--- config.mk ---
export PLATFORM = sky130hd
export DESIGN_NAME = pipe_ctrl_flat
export DESIGN_NICKNAME = d
export VERILOG_FILES = /design/src/rtl/pipe_ctrl_pkg.sv /design/src/rtl/pipe_ctrl_if.sv /design/src/rtl/pipe_ctrl_sat_counter.sv /design/src/rtl/pipe_ctrl.sv /design/src/flat_wrapper.sv
export SDC_FILE = /design/constraint.sdc
export NUM_CORES = 1
export LEC_CHECK = 0
export ABC_AREA = 1
export CAP_MARGIN = 20
export CORE_MARGIN = 1
export CORE_UTILIZATION = 50
export CTS_BUF_LIST = sky130_fd_sc_hd__clkbuf_4 sky130_fd_sc_hd__clkbuf_8
export DETAILED_ROUTE_END_ITERATION = 10
export PLACE_DENSITY = 0.88
export SLEW_MARGIN = 40
export SYNTH_ARGS = -nofsm -noshare
export SYNTH_HDL_FRONTEND = slang
export SYNTH_SLANG_ARGS = --single-unit
--- constraint.sdc ---
create_clock -name clk -period 3.9 [get_ports clk]
set_clock_uncertainty 0.1 [all_clocks]
set_input_delay 0.78 -clock clk [delete_from_list [all_inputs] [get_ports clk]]
set_output_delay 0.78 -clock clk [all_outputs]
set_load 0.005 [all_outputs]
--- src/rtl/pipe_ctrl_pkg.sv ---
// Shared types and constants for the pipeline sequencer: stall vectors,
// controller state encoding and the stall-request priority helper.
package pipe_ctrl_pkg;

  localparam int STALL_W = 6;

  typedef logic [STALL_W-1:0] stall_bus_t;

  localparam stall_bus_t STALL_NONE    = 6'b000000;
  localparam stall_bus_t STALL_FROM_ID = 6'b000111;
  localparam stall_bus_t STALL_FROM_EX = 6'b001111;

  typedef enum logic {
    CTRL_RUN   = 1'b0,
    CTRL_MULTI = 1'b1
  } ctrl_state_e;

  // Execute hazards freeze one stage deeper than decode load-use stalls.
  function automatic stall_bus_t req_stall(input logic ex_req, input logic id_req);
    if (ex_req)
      return STALL_FROM_EX;
    else if (id_req)
      return STALL_FROM_ID;
    return STALL_NONE;
  endfunction

endpackage

--- src/rtl/pipe_ctrl_if.sv ---
// Pipeline <-> sequencer signal bundle. The pipeline side is the master
// (raises requests), the sequencer is the slave (returns stall/flush control).
interface pipe_ctrl_if #(
  parameter int MC_LEN_W = 5,
  parameter int PERF_W   = 32
) ();

  logic                       stallreq_id;
  logic                       stallreq_ex;
  logic                       mc_start;
  logic [MC_LEN_W-1:0]        mc_len;
  logic                       flush_req;
  logic [31:0]                flush_pc;
  pipe_ctrl_pkg::stall_bus_t  stall;
  logic                       flush;
  logic [31:0]                new_pc;
  logic                       mc_done;
  logic                       mc_abort;
  logic                       busy;
  logic [PERF_W-1:0]          stall_cycles;
  logic                       stall_timeout;

  modport master (
    output stallreq_id, stallreq_ex, mc_start, mc_len, flush_req, flush_pc,
    input  stall, flush, new_pc, mc_done, mc_abort, busy, stall_cycles, stall_timeout
  );

  modport slave (
    input  stallreq_id, stallreq_ex, mc_start, mc_len, flush_req, flush_pc,
    output stall, flush, new_pc, mc_done, mc_abort, busy, stall_cycles, stall_timeout
  );

endinterface

--- src/rtl/pipe_ctrl_sat_counter.sv ---
// Up-counter that sticks at MAX instead of wrapping; clr has priority over inc.
module pipe_ctrl_sat_counter #(
  parameter int               WIDTH = 8,
  parameter logic [WIDTH-1:0] MAX   = '1
) (
  input  logic             clk,
  input  logic             rst,
  input  logic             inc,
  input  logic             clr,
  output logic [WIDTH-1:0] cnt
);

  always_ff @(posedge clk) begin
    if (rst || clr)
      cnt <= '0;
    else if (inc && (cnt != MAX))
      cnt <= cnt + WIDTH'(1);
  end

endmodule

--- src/rtl/pipe_ctrl.sv ---
// Pipeline sequencer: per-stage stall vectors, multi-cycle execute sequencing,
// flush/redirect, saturating stall-cycle counter and sticky stall watchdog.
//
//   state      | meaning
//   -----------+---------------------------------------------------------
//   CTRL_RUN   | normal issue; stall from ex/id requests or mc_start
//   CTRL_MULTI | multi-cycle op in flight; mc_cnt cycles left before done
module pipe_ctrl
  import pipe_ctrl_pkg::*;
#(
  parameter int MC_LEN_W = 5,
  parameter int TIMEOUT  = 1024,
  parameter int PERF_W   = 32
) (
  input  logic       clk,
  input  logic       rst,
  pipe_ctrl_if.slave bus
);

  localparam int CONSEC_W = $clog2(TIMEOUT + 1);
  localparam logic [CONSEC_W-1:0] CONSEC_MAX = CONSEC_W'(TIMEOUT - 1);

  ctrl_state_e         state_q, state_d;
  logic [MC_LEN_W-1:0] mc_cnt_q, mc_cnt_d;
  logic [MC_LEN_W-1:0] eff_len;
  stall_bus_t          stall;
  logic                flush;
  logic [31:0]         new_pc;
  logic                mc_done;
  logic                mc_abort;
  logic [CONSEC_W-1:0] consec;
  logic                stall_timeout_q;
  logic [PERF_W-1:0]   stall_cycles;

  assign eff_len = (bus.mc_len == '0) ? MC_LEN_W'(1) : bus.mc_len;

  always_ff @(posedge clk) begin
    if (rst) begin
      state_q  <= CTRL_RUN;
      mc_cnt_q <= '0;
    end else begin
      state_q  <= state_d;
      mc_cnt_q <= mc_cnt_d;
    end
  end

  always_comb begin
    state_d  = state_q;
    mc_cnt_d = mc_cnt_q;
    if (bus.flush_req) begin
      state_d  = CTRL_RUN;
      mc_cnt_d = '0;
    end else begin
      unique case (state_q)
        CTRL_RUN: begin
          if (bus.mc_start) begin
            state_d  = CTRL_MULTI;
            mc_cnt_d = eff_len - MC_LEN_W'(1);
          end
        end
        CTRL_MULTI: begin
          if (mc_cnt_q != '0)
            mc_cnt_d = mc_cnt_q - MC_LEN_W'(1);
          else
            state_d = CTRL_RUN;
        end
        default: state_d = CTRL_RUN;
      endcase
    end
  end

  // mc_start arriving in the done cycle is deliberately dropped: execute
  // waits for mc_done before issuing again.
  always_comb begin
    stall    = STALL_NONE;
    flush    = 1'b0;
    new_pc   = '0;
    mc_done  = 1'b0;
    mc_abort = 1'b0;
    if (!rst) begin
      if (bus.flush_req) begin
        flush    = 1'b1;
        new_pc   = bus.flush_pc;
        mc_abort = (state_q == CTRL_MULTI) || bus.mc_start;
      end else begin
        unique case (state_q)
          CTRL_RUN: begin
            if (bus.mc_start)
              stall = STALL_FROM_EX;
            else
              stall = req_stall(bus.stallreq_ex, bus.stallreq_id);
          end
          CTRL_MULTI: begin
            if (mc_cnt_q != '0) begin
              stall = STALL_FROM_EX;
            end else begin
              mc_done = 1'b1;
              stall   = req_stall(bus.stallreq_ex, bus.stallreq_id);
            end
          end
          default: stall = STALL_NONE;
        endcase
      end
    end
  end

  pipe_ctrl_sat_counter #(
    .WIDTH (PERF_W)
  ) u_perf (
    .clk (clk),
    .rst (rst),
    .inc (stall[0]),
    .clr (1'b0),
    .cnt (stall_cycles)
  );

  pipe_ctrl_sat_counter #(
    .WIDTH (CONSEC_W),
    .MAX   (CONSEC_MAX)
  ) u_consec (
    .clk (clk),
    .rst (rst),
    .inc (stall[0]),
    .clr (!stall[0] || flush),
    .cnt (consec)
  );

  always_ff @(posedge clk) begin
    if (rst)
      stall_timeout_q <= 1'b0;
    else if (stall[0] && (consec == CONSEC_MAX))
      stall_timeout_q <= 1'b1;
  end

  assign bus.stall         = stall;
  assign bus.flush         = flush;
  assign bus.new_pc        = new_pc;
  assign bus.mc_done       = mc_done;
  assign bus.mc_abort      = mc_abort;
  assign bus.busy          = (state_q == CTRL_MULTI) && !rst;
  assign bus.stall_cycles  = stall_cycles;
  assign bus.stall_timeout = stall_timeout_q;

endmodule

--- src/flat_wrapper.sv ---
// flat-port wrapper written by rule: the top's interface ports become plain ports
module pipe_ctrl_flat import pipe_ctrl_pkg::*;
#(
  parameter int MC_LEN_W = 5,
  parameter int TIMEOUT  = 1024,
  parameter int PERF_W   = 32
)
  (clk, rst, bus_stallreq_id, bus_stallreq_ex, bus_mc_start, bus_mc_len, bus_flush_req, bus_flush_pc, bus_stall, bus_flush, bus_new_pc, bus_mc_done, bus_mc_abort, bus_busy, bus_stall_cycles, bus_stall_timeout);
  pipe_ctrl_if #(.MC_LEN_W(MC_LEN_W), .PERF_W(PERF_W)) bus_i ();
  input  logic clk;
  input  logic rst;
  input wire logic [$bits(bus_i.stallreq_id)-1:0] bus_stallreq_id;
  input wire logic [$bits(bus_i.stallreq_ex)-1:0] bus_stallreq_ex;
  input wire logic [$bits(bus_i.mc_start)-1:0] bus_mc_start;
  input wire logic [$bits(bus_i.mc_len)-1:0] bus_mc_len;
  input wire logic [$bits(bus_i.flush_req)-1:0] bus_flush_req;
  input wire logic [$bits(bus_i.flush_pc)-1:0] bus_flush_pc;
  output wire logic [$bits(bus_i.stall)-1:0] bus_stall;
  output wire logic [$bits(bus_i.flush)-1:0] bus_flush;
  output wire logic [$bits(bus_i.new_pc)-1:0] bus_new_pc;
  output wire logic [$bits(bus_i.mc_done)-1:0] bus_mc_done;
  output wire logic [$bits(bus_i.mc_abort)-1:0] bus_mc_abort;
  output wire logic [$bits(bus_i.busy)-1:0] bus_busy;
  output wire logic [$bits(bus_i.stall_cycles)-1:0] bus_stall_cycles;
  output wire logic [$bits(bus_i.stall_timeout)-1:0] bus_stall_timeout;
  assign bus_i.stallreq_id = bus_stallreq_id;
  assign bus_i.stallreq_ex = bus_stallreq_ex;
  assign bus_i.mc_start = bus_mc_start;
  assign bus_i.mc_len = bus_mc_len;
  assign bus_i.flush_req = bus_flush_req;
  assign bus_i.flush_pc = bus_flush_pc;
  assign bus_stall = bus_i.stall;
  assign bus_flush = bus_i.flush;
  assign bus_new_pc = bus_i.new_pc;
  assign bus_mc_done = bus_i.mc_done;
  assign bus_mc_abort = bus_i.mc_abort;
  assign bus_busy = bus_i.busy;
  assign bus_stall_cycles = bus_i.stall_cycles;
  assign bus_stall_timeout = bus_i.stall_timeout;
  pipe_ctrl #(.MC_LEN_W(MC_LEN_W), .TIMEOUT(TIMEOUT), .PERF_W(PERF_W)) u_core (.clk(clk), .rst(rst), .bus(bus_i));
endmodule
== After elaboration in Yosys (flattened, before gate mapping) ==
Cells that the tools add are included.

* ROM bits: 0
* Bits in writable memories: 0
* Output and inout port bits: 75
* Memories kept: 0
* Input port bits: 43
* Word-level logic and storage cells: 64
* Bits in latches: 0
* Flip-flop bits (word level): 50

* Magnitude comparators: 0
* Reduce and logical (&&, ||, !) cells: 13
* Add/subtract/negate cells: 4
* Multiplexer cells: 36
* Shifts and indexed selects: 0
* Equal/unequal tests: 5
* $mul: 0
* Divide/modulo/power cells: 0
* Bitwise logic cells: 1

{| class="wikitable"
|+ Operators with widths
! kind !! count
|-
| 32-bit two-way mux || 2
|-
| 6-bit two-way mux || 8
|-
| 32-bit by 1-bit adder with 32-bit output, second input constant || 1
|-
| 32-bit != test, second input constant || 1
|-
| 1-bit two-way mux || 20
|-
| 5-bit two-way mux || 3
|-
| 6-bit case mux with 2 select lines || 1
|-
| 11-bit by 1-bit adder with 11-bit output, second input constant || 1
|-
| 11-bit by 10-bit equality test with 1-bit output, second input constant || 1
|-
| 11-bit by 10-bit != test with 1-bit output, second input constant || 1
|-
| 5-bit case mux with 2 select lines || 1
|-
| 5-bit by 1-bit subtractor with 5-bit output, second input constant || 2
|-
| 5-bit zero test || 1
|-
| 5-bit nonzero test || 1
|-
| 1-bit logical AND || 4
|-
| 2-bit != test, second input constant || 2
|-
| 1-bit logical OR || 3
|-
| 1-bit zero test || 2
|-
| 1-bit case mux with 2 select lines || 1
|-
| 2-bit AND reduction || 1
|-
| 2-bit OR reduction || 1
|-
| 1-bit NOT || 1
|}

== Longest topological paths before layout ==
* Word-level depth: 14
* Gate-level depth with buffers: 11
* Depth with buffers taken out: 11

== Cells and area by module ==
From an unflattened synthesis, not the netlist that was laid out.

* Cells, all modules: 580
* Area, all modules: 3473.3 um^2

{| class="wikitable"
|+ By module, submodules not included
! module !! seq. area each (um^2) !! area an instance (um^2) !! cells each !! instances
|-
| pipe_ctrl_sat_counter at u_core.u_perf || 640.6 || 2028.2 || 328 || 1
|-
| pipe_ctrl || 140.1 || 824.5 || 158 || 1
|-
| pipe_ctrl_sat_counter at u_core.u_consec || 220.2 || 620.6 || 94 || 1
|}

== Worst setup path after synthesis ==
Ideal clock, no wire load.

* Path type: input to output
* Start: input rst
* End: output bus_stall[0]
* Arrival time: 1.746 ns
* Data required time: 3.020 ns
* Cell stages on the path: 6
* Slack: 1.274 ns
* Path buffers: 3
* Cell sequence: buf_2 > nor2_2 > nand3_2 > nand2_2 > buf_2 > buf_4

* Cells in the longest elaborated chain, start to end: 1

{| class="wikitable"
|+ Ends and longest elaborated chain
! element !! line !! text
|-
| from (decl) || flat_wrapper.sv:11 || <nowiki>input logic rst;</nowiki>
|-
| 6-bit two-way mux || pipe_ctrl.sv:80 || <nowiki>if (!rst) begin</nowiki>
|-
| to (decl) || flat_wrapper.sv:18 || <nowiki>output wire logic [$bits(bus_i.stall)-1:0] bus_stall;</nowiki>
|}

No other way between the ends.

== Worst setup path after layout ==
* Start: input bus_flush_req
* End: output bus_stall[1]

* Cells in the longest elaborated chain, start to end: 2

{| class="wikitable"
|+ Ends and longest elaborated chain
! element !! line !! text
|-
| from (decl) || flat_wrapper.sv:16 || <nowiki>input wire logic [$bits(bus_i.flush_req)-1:0] bus_flush_req;</nowiki>
|-
| 6-bit two-way mux || pipe_ctrl.sv:81 || <nowiki>if (bus.flush_req) begin</nowiki>
|-
| 6-bit two-way mux || pipe_ctrl.sv:80 ||
|}

No other way between the ends.

==> results.sh <==
export IMPL_required_ns=3.02
export IMPL_core_um2=6760
export IMPL_grt_util_met1=0.311
export IMPL_synth_warnings=0
export IMPL_cp_arrival_ns=2.43
export IMPL_synth_cells=605
export IMPL_initial_core_util=0.516
export IMPL_first_pass_iters=4
export IMPL_combPwrFrac=0.174
export IMPL_hold_viol_final=0
export IMPL_grt_met2_usage=0.491
export IMPL_cts_tree="built"
export IMPL_vias_per_cell=5.16
export IMPL_holdCritPathClass="flop to flop"
export IMPL_n_fill_cell=586
export IMPL_wl_per_cell_um=12.2
export IMPL_wirelength_mm=9.63
export IMPL_hpwl_mm=7.67
export IMPL_die_height_um=85.5
export IMPL_yosysMostFrequentCell="nand2_1"
export IMPL_htree_levels=2
export IMPL_grt_setup_unrepaired="no"
export IMPL_synth_top_area_frac=0.287
export IMPL_clkPwrFrac=0.341
export IMPL_swShare=0.260
export IMPL_cts_sinks=50
export IMPL_worst_path_max_fanout=7
export IMPL_synth_edf_count=0
export IMPL_synth_cell_area_um2=3490
export IMPL_min_path_cells=2
export IMPL_r2r_start="u_core.state_q"
export IMPL_worstRegToRegCells=10
export IMPL_drtAntennaViolNets=0
export IMPL_synth_commonest_cells="nand2_1 (227), nor2_1 (118), inv_1 (55)"
export IMPL_start_kind="input port"
export IMPL_cp_cell_sequence="clkdlybuf4s50_1, nor2_2, nand3_2, nand2_2, clkdlybuf4s50_1"
export IMPL_ctsResizeCount=0
export IMPL_cp_common_cell="clkdlybuf4s50_1"
export IMPL_globalplace_congestion=0.984
export IMPL_finalCritPeriodShare=0.848
export IMPL_ctsHoldBuffers=0
export IMPL_slew_viol_final=0
export IMPL_p_per_area_nw_per_um2=230
export IMPL_r2r_slack_ns=1.53
export IMPL_netSwitchingPower_uw=283
export IMPL_yosysTopAreaCell="dfxtp_1"
export IMPL_setup_tns_ns=0
export IMPL_grt_max_degree=31
export IMPL_final_util=0.700
export IMPL_cts_buffers=5
export IMPL_fin_nets=753
export IMPL_cts_root_buf="clkbuf_8"
export IMPL_critPathSlowestCell="clkdlybuf4s50_1"
export IMPL_die_area_um2=7310
export IMPL_end_kind="output pin"
export IMPL_synth_cell_types=33
export IMPL_remaining_drc_errors=0
export IMPL_clkLatencyLatePin_ns=0.30
export IMPL_multi_input_area_um2=2120
export IMPL_grt_pass1_wl_mm=15.9
export IMPL_grt_usage=0.266
export IMPL_ctsLongestPathBuffers=2
export IMPL_leakagePower_uw=0.00181
export IMPL_grt_most_used_layer="met2"
export IMPL_antenna_found_initial=0
export IMPL_status="finished, final reports clean"
export IMPL_grt_overflow_total=0
export IMPL_p_seq_frac=0.485
export IMPL_vias=4066
export IMPL_num_rows=30
export IMPL_maxSlewHeadroom=0.656
export IMPL_fmax_ghz=0.302
export IMPL_grt_util_met3=0.0433
export IMPL_grt_pass1_vias=3662
export IMPL_vdd_drop_max_mv=0.155
export IMPL_yosys_top_cells_area="dfxtp_1 (29%), nand2_1 (24%), nor2_1 (13%)"
export IMPL_syn2layout_area_growth_pct=35.6
export IMPL_period_minus_slack_ns=3.31
export IMPL_tightest_slew_ns=0.515
export IMPL_initialDrtViolationCount=185
export IMPL_io_buffers=115
export IMPL_r2r_end="u_core.u_perf.cnt[11]"
export IMPL_ys_seq_area_frac=0.287
export IMPL_cts_setup_buffers=0
export IMPL_setup_viol=0
export IMPL_boundaryPins=118
export IMPL_cts_clk_slew_worst_paths_ns=0.10
export IMPL_synthArstFlopShare=0
export IMPL_cap_viol_max_count=0
export IMPL_drive_gt1_frac=0.0551
export IMPL_ys_flop_type="dfxtp_1"
export IMPL_cpPeakStageDelay_ns=0.52
export IMPL_ys_ff_latch=50
export IMPL_min_to="u_core.u_consec.cnt[10]"
export IMPL_num_antenna_cells=0
export IMPL_syn_avg_cell_area_um2=5.77
export IMPL_p_int_uw=806
export IMPL_fp_dieW_um=85.5
export IMPL_regArea_um2=1000
export IMPL_path_class="input port to output pin"
export IMPL_min_from="u_core.u_consec.cnt[10]"
[cell type report]
| cell class | count | area share |
|---|---|---|
| inverter | 57 | 0.0452 |
| tap | 80 | 0.0212 |
| multi-input combinational | 473 | 0.448 |
| sequential | 50 | 0.212 |
| clock inverter | 3 | 0.00952 |
| timing repair buffer | 120 | 0.250 |
| clock buffer | 5 | 0.0146 |
[metal layers]
layer,share of wire,up-vias
met5,0,-
met4,0.022,0
met3,0.057,21
met2,0.50,137
met1,0.42,1831
li1,-,2077
[power by group through the flow]
stage / sequential, uW / combinational [uW] / clock [uW]
final: 528 / 189 / 371
after global routing: 529 / 209 / 396
after detailed placement: 539 / 190 / 0
after global placement: 539 / 184 / 0
after CTS: 528 / 190 / 378
after floorplan: 536 / 100 / 0
[cells by family (layout without fill, tap and decap cells)]
family / Yosys count / in the layout / share of synthesized area
DFF: 50 / 50 / 0.287
buffers and inverters: 83 / 185 / 0.107
other: 1 / 2 / 0.00108
and+or+nand+nor: 403 / 403 / 0.475
xor gates and xnor gates: 11 / 11 / 0.0276
adders and majority gates: 3 / 3 / 0.0108
AOI/OAI and AO/OA: 54 / 54 / 0.0918
[metrics by stage]
step	area (um2)	hold WS (ns)	instances	power, uW	setup WS, ns
after floorplan	3490	0.323	606	636	1.27
after global placement	4620	0.335	780	723	0.675
after detailed placement	4620	0.343	780	729	0.589
after CTS	4730	0.358	788	1100	0.592
after global routing	4730	0.379	788	1130	0.462
final	4730	0.354	788	1090	0.592
[how the worst max path moves through the flow]
stage / from / endpoint / slack, ns / depth (start not counted)
after floorplan: rst / bus_stall[0] / 1.27 / 6
after CTS: bus_flush_req / bus_stall[1] / 0.59 / 5
after global placement: bus_flush_req / bus_stall[0] / 0.67 / 5
after detailed placement: bus_flush_req / bus_stall[1] / 0.59 / 5
after global routing: bus_flush_req / bus_stall[1] / 0.46 / 5
final: bus_flush_req / bus_stall[1] / 0.59 / 5
[sequential cells by signal, indices dropped and copies added (netlist names)]
signal	flops
u_core.u_perf.cnt	32
u_core.u_consec.cnt	11
u_core.mc_cnt_q	5
u_core.bus.stall_timeout	1
u_core.state_q	1
[layout by cell type (no fill, tap or decap), drive strengths merged]
master	count
nor4	1
xnor2	6
clkinvlp	2
buf	6
dfxtp	50
nand3	35
o21a	2
a211oi	2
clkdlybuf4s50	114
nand4	9
o21ai	16
nor3	2
clkbuf	5
a21oi	32
bufinv	1
nand2	232
ha	3
nor2	123
xor2	5
or2	1
inv	57
a31oi	2
conb	2
[worst max-delay path, delay by kind of cell]
family / cells / cell delay, ns
buf+inv: 2 / 1.02
simple gates: 3 / 0.63
No activity file was read; power rests on OpenSTA's default activity.
